--- src/rtl/outlier_drain_pkg.sv ---
// Shared state encoding, settle timing and helpers for the outlier drain block.
// The optional range check is enabled by defining OUTLIER_RANGE_CHECK_EN.
package outlier_drain_pkg;

    typedef enum logic [1:0] {
        RUN    = 2'd0,
        SETTLE = 2'd1,
        FLUSH  = 2'd2,
        DONE   = 2'd3
    } drain_state_t;

    // Cycles spent in SETTLE so a late fifo_empty deassertion is still seen.
    localparam int unsigned SETTLE_CYCLES = 2;
    localparam int          SETTLE_CNT_W  = $clog2(SETTLE_CYCLES) + 1;

    function automatic bit is_pow2(input int v);
        return (v > 0) && ((v & (v - 1)) == 0);
    endfunction

endpackage

--- src/rtl/drain_skid_fifo.sv ---
// Small circular skid buffer holding outlier positions between the source
// FIFO read port and the downstream stream; pointers wrap modulo DEPTH.
module drain_skid_fifo
    import outlier_drain_pkg::*;
#(
    parameter int W     = 16,
    parameter int DEPTH = 4,
    localparam int AW   = $clog2(DEPTH),
    localparam int CW   = AW + 1
) (
    input  logic          clock,
    input  logic          reset,
    input  logic          push,
    input  logic [W-1:0]  push_data,
    input  logic          pop,
    output logic [CW-1:0] count,
    output logic [W-1:0]  head
);

    if (DEPTH < 3 || !is_pow2(DEPTH)) begin : g_bad_depth
        $error("drain_skid_fifo: DEPTH must be a power of two and at least 3");
    end

    logic [W-1:0]  mem_q [DEPTH];
    logic [AW-1:0] wr_ptr_q, wr_ptr_d;
    logic [AW-1:0] rd_ptr_q, rd_ptr_d;
    logic [CW-1:0] count_q,  count_d;
    logic          push_ok;
    logic          pop_ok;

    // A push into a full buffer is only legal when the head leaves in the same cycle.
    assign pop_ok  = pop && (count_q != '0);
    assign push_ok = push && ((count_q != CW'(DEPTH)) || pop_ok);

    always_comb begin
        wr_ptr_d = wr_ptr_q;
        rd_ptr_d = rd_ptr_q;
        count_d  = count_q;
        if (push_ok) begin
            wr_ptr_d = wr_ptr_q + 1'b1;
        end
        if (pop_ok) begin
            rd_ptr_d = rd_ptr_q + 1'b1;
        end
        case ({push_ok, pop_ok})
            2'b10:   count_d = count_q + 1'b1;
            2'b01:   count_d = count_q - 1'b1;
            default: count_d = count_q;
        endcase
    end

    always_ff @(posedge clock) begin
        if (reset) begin
            wr_ptr_q <= '0;
            rd_ptr_q <= '0;
            count_q  <= '0;
        end else begin
            wr_ptr_q <= wr_ptr_d;
            rd_ptr_q <= rd_ptr_d;
            count_q  <= count_d;
        end
    end

    always_ff @(posedge clock) begin
        if (push_ok) begin
            mem_q[wr_ptr_q] <= push_data;
        end
    end

    assign count = count_q;
    assign head  = mem_q[rd_ptr_q];

endmodule

--- src/rtl/outlier_drain.sv ---
// Drains outlier positions from a FIFO into a valid/ready stream, marking the
// final beat. Define OUTLIER_RANGE_CHECK_EN to drop positions >= point_cloud_size.
module outlier_drain
    import outlier_drain_pkg::*;
#(
    parameter int N         = 16,
    parameter int BUF_DEPTH = 4
) (
    input  logic           clock,
    input  logic           reset,
    input  logic [N-1:0]   fifo_dout,
    input  logic           fifo_empty,
    output logic           fifo_rd_en,
    input  logic           ctrl_done,
    input  logic [2*N-1:0] point_cloud_size,
    output logic           m_valid,
    input  logic           m_ready,
    output logic [N-1:0]   m_pos,
    output logic           m_last,
    output logic [N-1:0]   outlier_count,
    output logic           range_error,
    output logic           drain_done
);

    localparam int CW = $clog2(BUF_DEPTH) + 1;
    localparam logic [CW:0] OCC_LIMIT = BUF_DEPTH[CW:0];
    localparam logic [SETTLE_CNT_W-1:0] SETTLE_LAST = SETTLE_CNT_W'(SETTLE_CYCLES - 1);

    drain_state_t            state_q, state_d;
    logic [SETTLE_CNT_W-1:0] settle_cnt_q, settle_cnt_d;
    logic                    rd_pend_q, rd_pend_d;
    logic [N-1:0]            outlier_count_q, outlier_count_d;
    logic                    range_error_q, range_error_d;
    logic                    drain_done_q, drain_done_d;

    logic [CW-1:0] buf_count;
    logic [N-1:0]  buf_head;
    logic [CW:0]   occ;
    logic          pos_ok;
    logic          push;
    logic          pop;

    function automatic logic [N-1:0] sat_inc(input logic [N-1:0] v);
        return (&v) ? v : v + 1'b1;
    endfunction

`ifdef OUTLIER_RANGE_CHECK_EN
    assign pos_ok = ({{N{1'b0}}, fifo_dout} < point_cloud_size);
`else
    logic unused_size;
    assign unused_size = ^point_cloud_size;
    assign pos_ok      = 1'b1;
`endif

    assign push = rd_pend_q && pos_ok;
    assign pop  = m_valid && m_ready;

    drain_skid_fifo #(
        .W     (N),
        .DEPTH (BUF_DEPTH)
    ) u_skid (
        .clock     (clock),
        .reset     (reset),
        .push      (push),
        .push_data (fifo_dout),
        .pop       (pop),
        .count     (buf_count),
        .head      (buf_head)
    );

    // Read credit: an in-flight read already owns a buffer slot.
    assign occ = {1'b0, buf_count} + {{CW{1'b0}}, rd_pend_q};

    always_comb begin
        fifo_rd_en = !reset && !fifo_empty && (state_q != DONE) && (occ < OCC_LIMIT);
    end

    // Before FLUSH the last buffered entry is held back so its m_last can be decided.
    always_comb begin
        m_valid = 1'b0;
        case (state_q)
            RUN, SETTLE: m_valid = (buf_count >= CW'(2)) ||
                                   ((buf_count == CW'(1)) && rd_pend_q);
            FLUSH:       m_valid = (buf_count != '0);
            default:     m_valid = 1'b0;
        endcase
        m_last = (state_q == FLUSH) && (buf_count == CW'(1)) && !rd_pend_q && fifo_empty;
        m_pos  = m_valid ? buf_head : '0;
    end

    always_comb begin
        state_d         = state_q;
        settle_cnt_d    = settle_cnt_q;
        rd_pend_d       = fifo_rd_en;
        outlier_count_d = pop ? sat_inc(outlier_count_q) : outlier_count_q;
        range_error_d   = range_error_q || (rd_pend_q && !pos_ok);
        case (state_q)
            RUN: begin
                if (ctrl_done) begin
                    state_d      = SETTLE;
                    settle_cnt_d = '0;
                end
            end
            SETTLE: begin
                if (settle_cnt_q == SETTLE_LAST) begin
                    state_d = FLUSH;
                end else begin
                    settle_cnt_d = settle_cnt_q + 1'b1;
                end
            end
            FLUSH: begin
                if (fifo_empty && !rd_pend_q && (buf_count == '0)) begin
                    state_d = DONE;
                end
            end
            default: state_d = DONE;
        endcase
        drain_done_d = (state_d == DONE);
    end

    always_ff @(posedge clock) begin
        if (reset) begin
            state_q         <= RUN;
            settle_cnt_q    <= '0;
            rd_pend_q       <= 1'b0;
            outlier_count_q <= '0;
            range_error_q   <= 1'b0;
            drain_done_q    <= 1'b0;
        end else begin
            state_q         <= state_d;
            settle_cnt_q    <= settle_cnt_d;
            rd_pend_q       <= rd_pend_d;
            outlier_count_q <= outlier_count_d;
            range_error_q   <= range_error_d;
            drain_done_q    <= drain_done_d;
        end
    end

    assign outlier_count = outlier_count_q;
    assign range_error   = range_error_q;
    assign drain_done    = drain_done_q;

endmodule

--- config.mk ---
export PLATFORM = sky130hd
export DESIGN_NAME = outlier_drain
export DESIGN_NICKNAME = d
export VERILOG_FILES = /design/src/rtl/outlier_drain_pkg.sv /design/src/rtl/drain_skid_fifo.sv /design/src/rtl/outlier_drain.sv
export SDC_FILE = /design/constraint.sdc
export NUM_CORES = 1
export LEC_CHECK = 0
export CAP_MARGIN = 30
export CORE_UTILIZATION = 45
export CTS_CLUSTER_DIAMETER = 100
export DETAILED_ROUTE_END_ITERATION = 16
export PLACE_DENSITY_LB_ADDON = 0.12
export SLEW_MARGIN = 30
export SYNTH_ARGS = -nofsm -noshare
export SYNTH_HDL_FRONTEND = slang
export SYNTH_SLANG_ARGS = --single-unit
--- constraint.sdc ---
create_clock -name clock -period 3.6 [get_ports clock]
set_clock_uncertainty 0.2 [all_clocks]
set_input_delay 0.72 -clock clock [delete_from_list [all_inputs] [get_ports clock]]
set_output_delay 0.72 -clock clock [all_outputs]
set_load 0.005 [all_outputs]
==> flow_metrics.tcl, run 1 <==
set metrics [dict create \
    status "complete, but fails checks" \
    violations "DRC" \
    drive_above_1_share_pct 14.7 \
    syn2layout_area_growth_pct 21.9 \
    antenna_found_initial 0 \
    timing.fmax_mhz 302 \
    cts.sinks 95 \
    critical-path-max-stage-delay_ns 0.51 \
    synth_top_cell_area_share_pct 46.4 \
    post-route-period-util_pct 92.1 \
    yosys_register_bits 95 \
    core.rowCount 34 \
    min_period_ns 3.32 \
    synthArstFlopShare_pct 0 \
    worstPathMaxFanout 11 \
    hold_path.class "reg -> reg" \
    syn_area_um2 4150 \
    cp.required_ns 2.68 \
    hpwl_um 4960 \
    die_area_um2 9600 \
    ios 90 \
    grt_max_degree 30 \
    slew_violations 0 \
    dr.pass1.iters 10 \
    arrival_ns 2.40 \
    crit_type "reg -> out" \
    drtIter0Drc 66 \
    fin_tns_setup_ns 0 \
    initial_core_util_pct 47.1 \
    rsz0062_at_grt "no" \
    ys_top_cells_by_area "edfxtp_1, dfxtp_1, mux4_2, ha_1, and3_1" \
    finalNetCount 428 \
    hold_viol_final 0 \
    synth.avg_cell_area_um2 13.8 \
    grt_pass1_vias 2497 \
    cts-buffers-inserted 9 \
    syn-instance-count 300 \
    irDropWorstVdd_mv 0.288 \
    grt.overflow.total 0 \
    wl_per_cell_um 16.2 \
    synth_area_leader_cell "edfxtp_1" \
    fin_area_um2 5050 \
    whs_ns 0.301 \
    gp_congestion 0.697 \
    ys.flop_type "edfxtp_1" \
    setup_viol 0 \
    powerDensity_nw_per_um2 555 \
    portBuffers 56 \
    antennaDiodeCount 0 \
    syn_nets 365 \
    drtAntennaViolNets 0 \
    startpoint_type "flip-flop" \
    htree_levels 3 \
    crit_chain "inv_1 > ha_1 > nor2b_2 > o21ai_4 > buf_12 > and3_1 > clkdlybuf4s50_1" \
    rrSetupSlack_ns 0.71 \
    crit_path_top_delay_cell "clkdlybuf4s50_1" \
    clk_pin_slew_ns 0.09 \
    n_fill_cell 731 \
    grt_pass1_wl_um 12600 \
    vias 2645 \
    grt_usage_pct 17.2 \
    worstSetupEndpointType "output port" \
    synth_edf_count 64 \
    cap_violations 0 \
    synth-seq-area-share_pct 61.3 \
    die-height_um 98.0 \
    wl_um 7730 \
    ys.warnings.count 0 \
    p_leak_nw 1.70 \
    die_x_um 98.0 \
    clk_latency_ns 0.36 \
    drc 4 \
    place_area_um2 4830 \
    cts_tree "yes" \
    crit_buf_inv 3 \
    cts_max_path_buffers 2 \
    clk_root_buffer_cell "clkbuf_8" \
    core_um2 8810 \
    vias_per_cell 5.56 \
    yosysUniqueCellTypes 48 \
    holdBufCountCts 0 \
    cp_top_family "buffers and inverters" \
]
## what timing repair did
item                       4_1_cts  5_1_grt
setup endpoints to repair        0       16
setup buffers                    0        2
gates resized for setup          0        0
## kinds of logic after synthesis
kind of cell,synth area share [%]
xor+xnor,0.845
other cells,0.0905
mux,9.45
simple gates,12.7
flops,61.3
fa+ha+maj,3.62
buf+inv,3.74
compound gates,8.21
## flip-flops by register name, indices dropped and copies added (netlist names), named ones only
name and flops:
u_skid.rd_ptr_q 2, drain_done 1, u_skid.wr_ptr_q 2, push 1, state_q 2, u_skid.mem_q 64
u_skid.count 3, settle_cnt_q 2, outlier_count 16
## cells in the mapped netlist, types with 3 or more instances
| cell type | number |
|---|---|
| buf_4 | 3 |
| and4_1 | 3 |
| o21ai_0 | 5 |
| a21oi_1 | 18 |
| buf_2 | 4 |
| nor2_1 | 16 |
| dfxtp_1 | 31 |
| or4_1 | 14 |
| and3_1 | 19 |
| inv_1 | 12 |
| o31ai_1 | 13 |
| edfxtp_1 | 64 |
| clkbuf_1 | 7 |
| mux4_2 | 16 |
| xor2_1 | 3 |
| nor2b_1 | 3 |
| nand2_1 | 11 |
| ha_1 | 12 |
| buf_6 | 3 |
| nand3_1 | 8 |
## routing by layer
| layer | vias up | track usage (%) | part of all wire, % |
|---|---|---|---|
| met5 | - | 0 | 0 |
| met1 | 1295 | 21.8 | 44 |
| met3 | 4 | 4.15 | 4.9 |
| met2 | 64 | 28.5 | 50 |
| li1 | 1282 | - | - |
| met4 | 0 | 6.99 | 0.78 |
## worst paths after layout
path | from | to | depth (start not counted)
setup / recovery | u_skid.count[0]$_SDFFE_PP0P_ | m_pos[9] | 7
hold / removal | outlier_count[10]$_SDFFE_PP0P_ | outlier_count[10]$_SDFFE_PP0P_ | 2
setup reg to reg | u_skid.count[1]$_SDFFE_PP0P_ | u_skid.count[2]$_SDFFE_PP0P_ | 10
hold reg to reg | outlier_count[10]$_SDFFE_PP0P_ | outlier_count[10]$_SDFFE_PP0P_ | 2
## power breakdown
part           switching [mW]  internal (mW)
sequential             0.0531           1.25
clock                   0.354          0.340
combinational           0.372          0.437
total                   0.778           2.03
## tightest hold or removal path: cells and delay by family (launching register included)
| family | cells | cell delay (ns) |
|---|---|---|
| flops | 1 | 0.34 |
| compound gates | 2 | 0.12 |
## placed cells by master (no fill, tap or decap), types with 8 or more instances in the layout
cell type	Yosys	layout
dfxtp_1	31	31
clkdlybuf4s50_1	0	56
nand2_1	11	11
edfxtp_1	64	64
mux4_2	16	16
inv_1	12	12
a21oi_1	18	18
clkbuf_8	0	10
o31ai_1	13	13
nor2_1	16	16
buf_4	3	14
nand3_1	8	8
and3_1	19	19
ha_1	12	12
or4_1	14	14
## area by class of cell
class	instances	area, um2	area share, %
Tap cell	108	135	2.67
Clock inverter	5	56.3	1.11
Clock buffer	11	141	2.80
Sequential cell	95	2540	50.3
Multi-Input combinational cell	174	1450	28.6
Inverter	12	45.0	0.891
Timing Repair Buffer	71	686	13.6
## per-stage QoR
stage	utilization (%)	power, mW	worst slack (ns)	std cells
after global routing	57.4	2.95	0.129	476
final	57.4	2.80	0.285	476
after floorplan	-	1.78	0.768	300
after detailed placement	54.8	2.15	0.438	458
after global placement	54.8	2.13	0.470	458
after CTS	57.1	2.84	0.0376	474
No activity file was read; power rests on OpenSTA's default activity.
==> inputs of run 2 (changes only) <==
- CORE_MARGIN: not set -> 2
- RECOVER_POWER: not set -> 25
- SYNTH_HIERARCHICAL: not set -> 1
==> run 2 against run 1 <==
Net effect: the flow now finishes without violations; total power shrank 26%; clock-buffer cell count fell by 2; largest power group unchanged; setup slack gained 0.16 ns; die area up 2.8%; combinational power shrank 88%; critical endpoint unchanged.
==> flow_metrics.tcl, run 2 <==
set metrics [dict create \
    ys_top_cells_by_area "edfxtp_1, dfxtp_1, mux4_2, and2_1, a21oi_1" \
    p_leak_nw 1.64 \
    synth_edf_count 64 \
    grt_pass1_wl_um 12000 \
    grt_max_degree 34 \
    synth_area_leader_cell "edfxtp_1" \
    place_area_um2 4810 \
    final_common_cell "edfxtp_1" \
    rsz0062_at_grt "no" \
    grt.overflow.total 0 \
    crit_chain "buf_12 > mux4_2 > and2_1 > clkdlybuf4s50_1" \
    grt_pass1_vias 2378 \
    dr.max_layer_used "met4" \
    synth-seq-area-share_pct 62.1 \
    slew_violations 0 \
    syn-instance-count 294 \
    worstPathMaxFanout 12 \
    irDropWorstVdd_mv 0.220 \
    synth_most_common_cell "edfxtp_1" \
    vias 2585 \
    finalNetCount 417 \
    core.rowCount 34 \
    ys.flop_type "edfxtp_1" \
    synthArstFlopShare_pct 0 \
    startpoint_type "flip-flop" \
    ys.warnings.count 6 \
    crit_type "reg -> out" \
    fin_area_um2 5040 \
    power_switching_mw 0.431 \
    seq_area_um2 2540 \
    routed-wl-met2_um 3700 \
    initial_core_util_pct 46.7 \
    timing.fmax_mhz 317 \
    vias_per_cell 5.50 \
    yosysUniqueCellTypes 50 \
    clk_pin_slew_ns 0.09 \
    ios 90 \
    post-route-period-util_pct 87.6 \
    syn_nets 354 \
    cap_violations 0 \
    cts_max_path_buffers 2 \
    htree_levels 3 \
    syn_area_um2 4090 \
    synthTopCellsByCount "edfxtp_1, dfxtp_1, and2_1" \
    drtAntennaViolNets 0 \
    setup_viol 0 \
    die_x_um 99.4 \
    largest_reg_flops 64 \
    portBuffers 56 \
    min_period_ns 3.15 \
    combPwrFrac_pct 4.8 \
    hpwl_um 4970 \
    p_int_mw 1.64 \
    die-height_um 99.4 \
    wl_per_cell_um 16.0 \
    clk_latency_ns 0.35 \
    fin_tns_setup_ns 0 \
    worstSetupEndpointType "output port" \
    wl_um 7540 \
    status "complete, no violations" \
    rrSetupSlack_ns 0.76 \
    stdcell_count 470 \
    whs_ns 0.294 \
    whs_path_depth 2 \
    cts.repair.resized 0 \
    critical-path-max-stage-delay_ns 0.56 \
    power_frac_seq_pct 58.0 \
    synth_top_cell_area_share_pct 47.0 \
    wl_met1_um 3500 \
    cts.sinks 95 \
    core_um2 8760 \
    sw_frac_of_total_pct 20.8 \
    dr.pass1.iters 5 \
    drtIter0Drc 81 \
    die_area_um2 9870 \
    synth.avg_cell_area_um2 13.9 \
    top_register "u_skid/mem_q" \
    drive_above_1_share_pct 14.4 \
    antenna_found_initial 0 \
    yosys_register_bits 95 \
    clkPwrFrac_pct 37.2 \
    grt_usage_pct 15.9 \
    dp.cells 454 \
    hold_path.class "reg -> reg" \
    syn2layout_area_growth_pct 23.1 \
    drc 0 \
    gp_congestion 0.751 \
    hold_viol_final 0 \
    layout_common_cells "edfxtp_1, clkdlybuf4s50_1, dfxtp_1" \
    powerDensity_nw_per_um2 411 \
    cp.required_ns 2.68 \
    dr_wl_met3_um 224 \
    arrival_ns 2.23 \
    holdBufCountCts 0 \
    cts-buffers-inserted 9 \
    cts_tree "yes" \
    crit_path_top_delay_cell "dfxtp_1" \
    n_fill_cell 708 \
    cts_setup_buffers 0 \
    antennaDiodeCount 0 \
    worst-r2r-cell-count 9 \
    multiInputGateArea_um2 1440 \
    clk_root_buffer_cell "clkbuf_8" \
]
## run 2: cell types whose count changed in the layout (fill, tap and decap cells not counted), moves of 5 or more
| cell | change |
|---|---|
| dlygate4sd3_1 | +13 |
| ha_1 | -6 |
| and2_1 | +19 |
| and3_1 | -15 |
| nand4_1 | +7 |
| clkdlybuf4s50_1 | -13 |
| or4_1 | -5 |
## run 2: worst paths after layout
check,startpoint,endpoint
worst min-delay path,settle_cnt_q[1]$_SDFFE_PP0P_,settle_cnt_q[1]$_SDFFE_PP0P_
worst max-delay path,flip-flop,m_pos[9]
worst min register to register,settle_cnt_q[1]$_SDFFE_PP0P_,settle_cnt_q[1]$_SDFFE_PP0P_
worst max register to register,push$_SDFF_PP0_,u_skid/count[2]$_SDFFE_PP0P_
## run 2: metal layers
layer	track usage, %	vias to the layer above
met2	25.4	37
met4	6.95	0
li1	-	1264
met3	2.67	10
met1	21.5	1274
met5	0	-
## run 2: logic make-up after synthesis
family | share of synthesized area [%]
and+or+nand+nor | 14.4
xor gates and xnor gates | 1.07
muxes | 10.4
buffers and inverters | 2.87
DFF | 62.1
AOI/OAI and AO/OA | 6.64
adders and majority gates | 2.32
other | 0.0917
## run 2: worst max-delay path: cells and delay by family (launching register included)
family	cells	cell delay, ns
mux	1	0.51
buf+inv	2	0.67
simple gates	1	0.15
flops	1	0.56
## run 2: layout make-up
type	instances	area share, %
Clock inverter	7	2.06
Tap cell	108	2.68
Clock buffer	9	2.46
Multi-Input combinational cell	175	28.5
Timing Repair Buffer	68	13.2
Sequential cell	95	50.5
Inverter	8	0.596
## run 2: stage by stage
step	setup slack [ns]	utilization [%]	power, mW
2_1_floorplan	0.0808	-	1.27
3_3_place_gp	0.176	54.9	1.32
3_5_place_dp	0.133	54.9	1.33
4_1_cts	0.388	57.5	2.09
5_1_grt	0.305	57.5	2.15
6_report	0.447	57.5	2.07
## run 2: power groups by stage
| stage | Sequential (mW) | Clock [mW] | Combinational [mW] |
|---|---|---|---|
| finish | 1.20 | 0.769 | 0.0985 |
| global route | 1.20 | 0.835 | 0.110 |
| CTS | 1.20 | 0.791 | 0.103 |
| detailed placement | 1.23 | 0 | 0.103 |
| global placement | 1.22 | 0 | 0.100 |
| floorplan | 1.22 | 0 | 0.0534 |
==> inputs of run 3 (changes only) <==
- REMOVE_ABC_BUFFERS: not set -> 1
==> run 3 against run 2 <==
Net effect: cell count did not move; clock-buffer cell count rose by 3; register-to-register slack is essentially flat; sequential cell count stayed put; setup slack better by 0.019 ns; hold slack got worse by 0.00056 ns; sequential share of layout area up 0.57 points; global-route usage is 0.094 points lower; critical path type is now in -> reg; critical endpoint is now u_skid/count[2]$_SDFFE_PP0P_.
==> flow_metrics.tcl, run 3 (synthesis results as in run 2) <==
set metrics [dict create \
    status "complete, no violations" \
    grt_max_degree 34 \
    crit_type "in -> reg" \
    seq_area_um2 2540 \
    die_x_um 99.4 \
    startpoint_type "input pin" \
    ios 90 \
    arrival_ns 3.17 \
    clk_latency_ns 0.34 \
    post-route-period-util_pct 87.1 \
    holdBufCountCts 0 \
    drive_above_1_share_pct 13.8 \
    irDropWorstVdd_mv 0.202 \
    antennaDiodeCount 0 \
    clk_pin_slew_ns 0.08 \
    wl_um 7420 \
    cts.sinks 95 \
    worstPathMaxFanout 2 \
    die_area_um2 9870 \
    rsz0062_at_grt "no" \
    worstSetupEndpointType "flip-flop" \
    core_um2 8760 \
    grt_pass1_wl_um 12000 \
    drtIter0Drc 61 \
    die-height_um 99.4 \
    min_period_ns 3.13 \
    syn2layout_area_growth_pct 21.7 \
    timing.fmax_mhz 319 \
    initial_core_util_pct 46.7 \
    final_common_cell "edfxtp_1" \
    slew_violations 0 \
    tightest_slew_ns 0.734 \
    cap_violations 0 \
    hpwl_um 4710 \
    p_leak_nw 1.63 \
    n_fill_cell 759 \
    hold_path.class "reg -> reg" \
    setup_viol 0 \
    slew_headroom_pct 50.6 \
    portBuffers 56 \
    gp_congestion 0.758 \
    fin_util_pct 56.8 \
    cts-buffers-inserted 9 \
    multiInputGateArea_um2 1440 \
    cts_setup_buffers 0 \
    wl_per_cell_um 15.8 \
    htree_levels 3 \
    core.rowCount 34 \
    finalNetCount 417 \
    top_register "u_skid/mem_q" \
    grt.overflow.total 0 \
    vias 2533 \
    dr.pass1.iters 4 \
    layout_common_cells "edfxtp_1, clkdlybuf4s50_1, dfxtp_1" \
    grt_pass1_vias 2482 \
    hold_viol_final 0 \
    fin_tns_setup_ns 0 \
    drtAntennaViolNets 0 \
    cts.repair.resized 0 \
    dp.cells 454 \
    stdcell_count 470 \
    largest_reg_flops 64 \
    cp.required_ns 3.63 \
    vias_per_cell 5.39 \
    cts_max_path_buffers 2 \
    finalPower_mw 1.95 \
    powerDensity_nw_per_um2 392 \
    drc 0 \
    grt_usage_pct 15.8 \
    antenna_found_initial 0 \
    clk_root_buffer_cell "clkbuf_8" \
    cts_tree "yes" \
]
run 3: area by class of cell:
| type | instances | share of cell area [%] |
|---|---|---|
| Inverter | 8 | 0.603 |
| Clock inverter | 4 | 0.553 |
| Clock buffer | 12 | 3.14 |
| Multi-Input combinational cell | 175 | 28.9 |
| Timing Repair Buffer | 68 | 13.1 |
| Tap cell | 108 | 2.71 |
| Sequential cell | 95 | 51.1 |
run 3: path summary, 6_finish.rpt:
check | from | endpoint | slack (ns) | cells after the start
worst max-delay path | m_ready | u_skid/count[2]$_SDFFE_PP0P_ | 0.47 | 10
worst min-delay path | settle_cnt_q[1]$_SDFFE_PP0P_ | settle_cnt_q[1]$_SDFFE_PP0P_ | 0.29 | 2
worst max register to register | push$_SDFF_PP0_ | u_skid/count[2]$_SDFFE_PP0P_ | 0.75 | 9
worst min register to register | settle_cnt_q[1]$_SDFFE_PP0P_ | settle_cnt_q[1]$_SDFFE_PP0P_ | 0.29 | 2
run 3: routing by layer:
| layer | GRT usage, % | routed length (um) |
|---|---|---|
| met1 | 20.3 | 3480 |
| met2 | 26.1 | 3610 |
| met3 | 3.58 | 254 |
| met4 | 6.11 | 69 |
| met5 | 0 | 0 |
run 3: report_power, final:
| group | total [mW] | internal, mW | switching, mW |
|---|---|---|---|
| Combinational | 0.0983 | 0.0515 | 0.0469 |
| Clock | 0.654 | 0.296 | 0.358 |
| Sequential | 1.20 | 1.19 | 0.0136 |
run 3: per-stage QoR:
stage               instance area [um2]  hold slack (ns)  setup WS (ns)
floorplan                          4000            0.257          0.376
finish                             4980            0.293          0.466
CTS                                4980            0.302          0.456
global placement                   4800            0.282          0.146
global route                       4980            0.360          0.317
detailed placement                 4800            0.281          0.113
run 3: critical path: stages:
cell,delay (ns)
clkdlybuf4s50_1,0.46
a21boi_0,0.16
a21bo_2,0.25
inv_1,0.07
o31a_1,0.14
or2b_1,0.24
fa_1,0.38
nand2b_1,0.15
o31ai_1,0.24
mux2_1,0.34
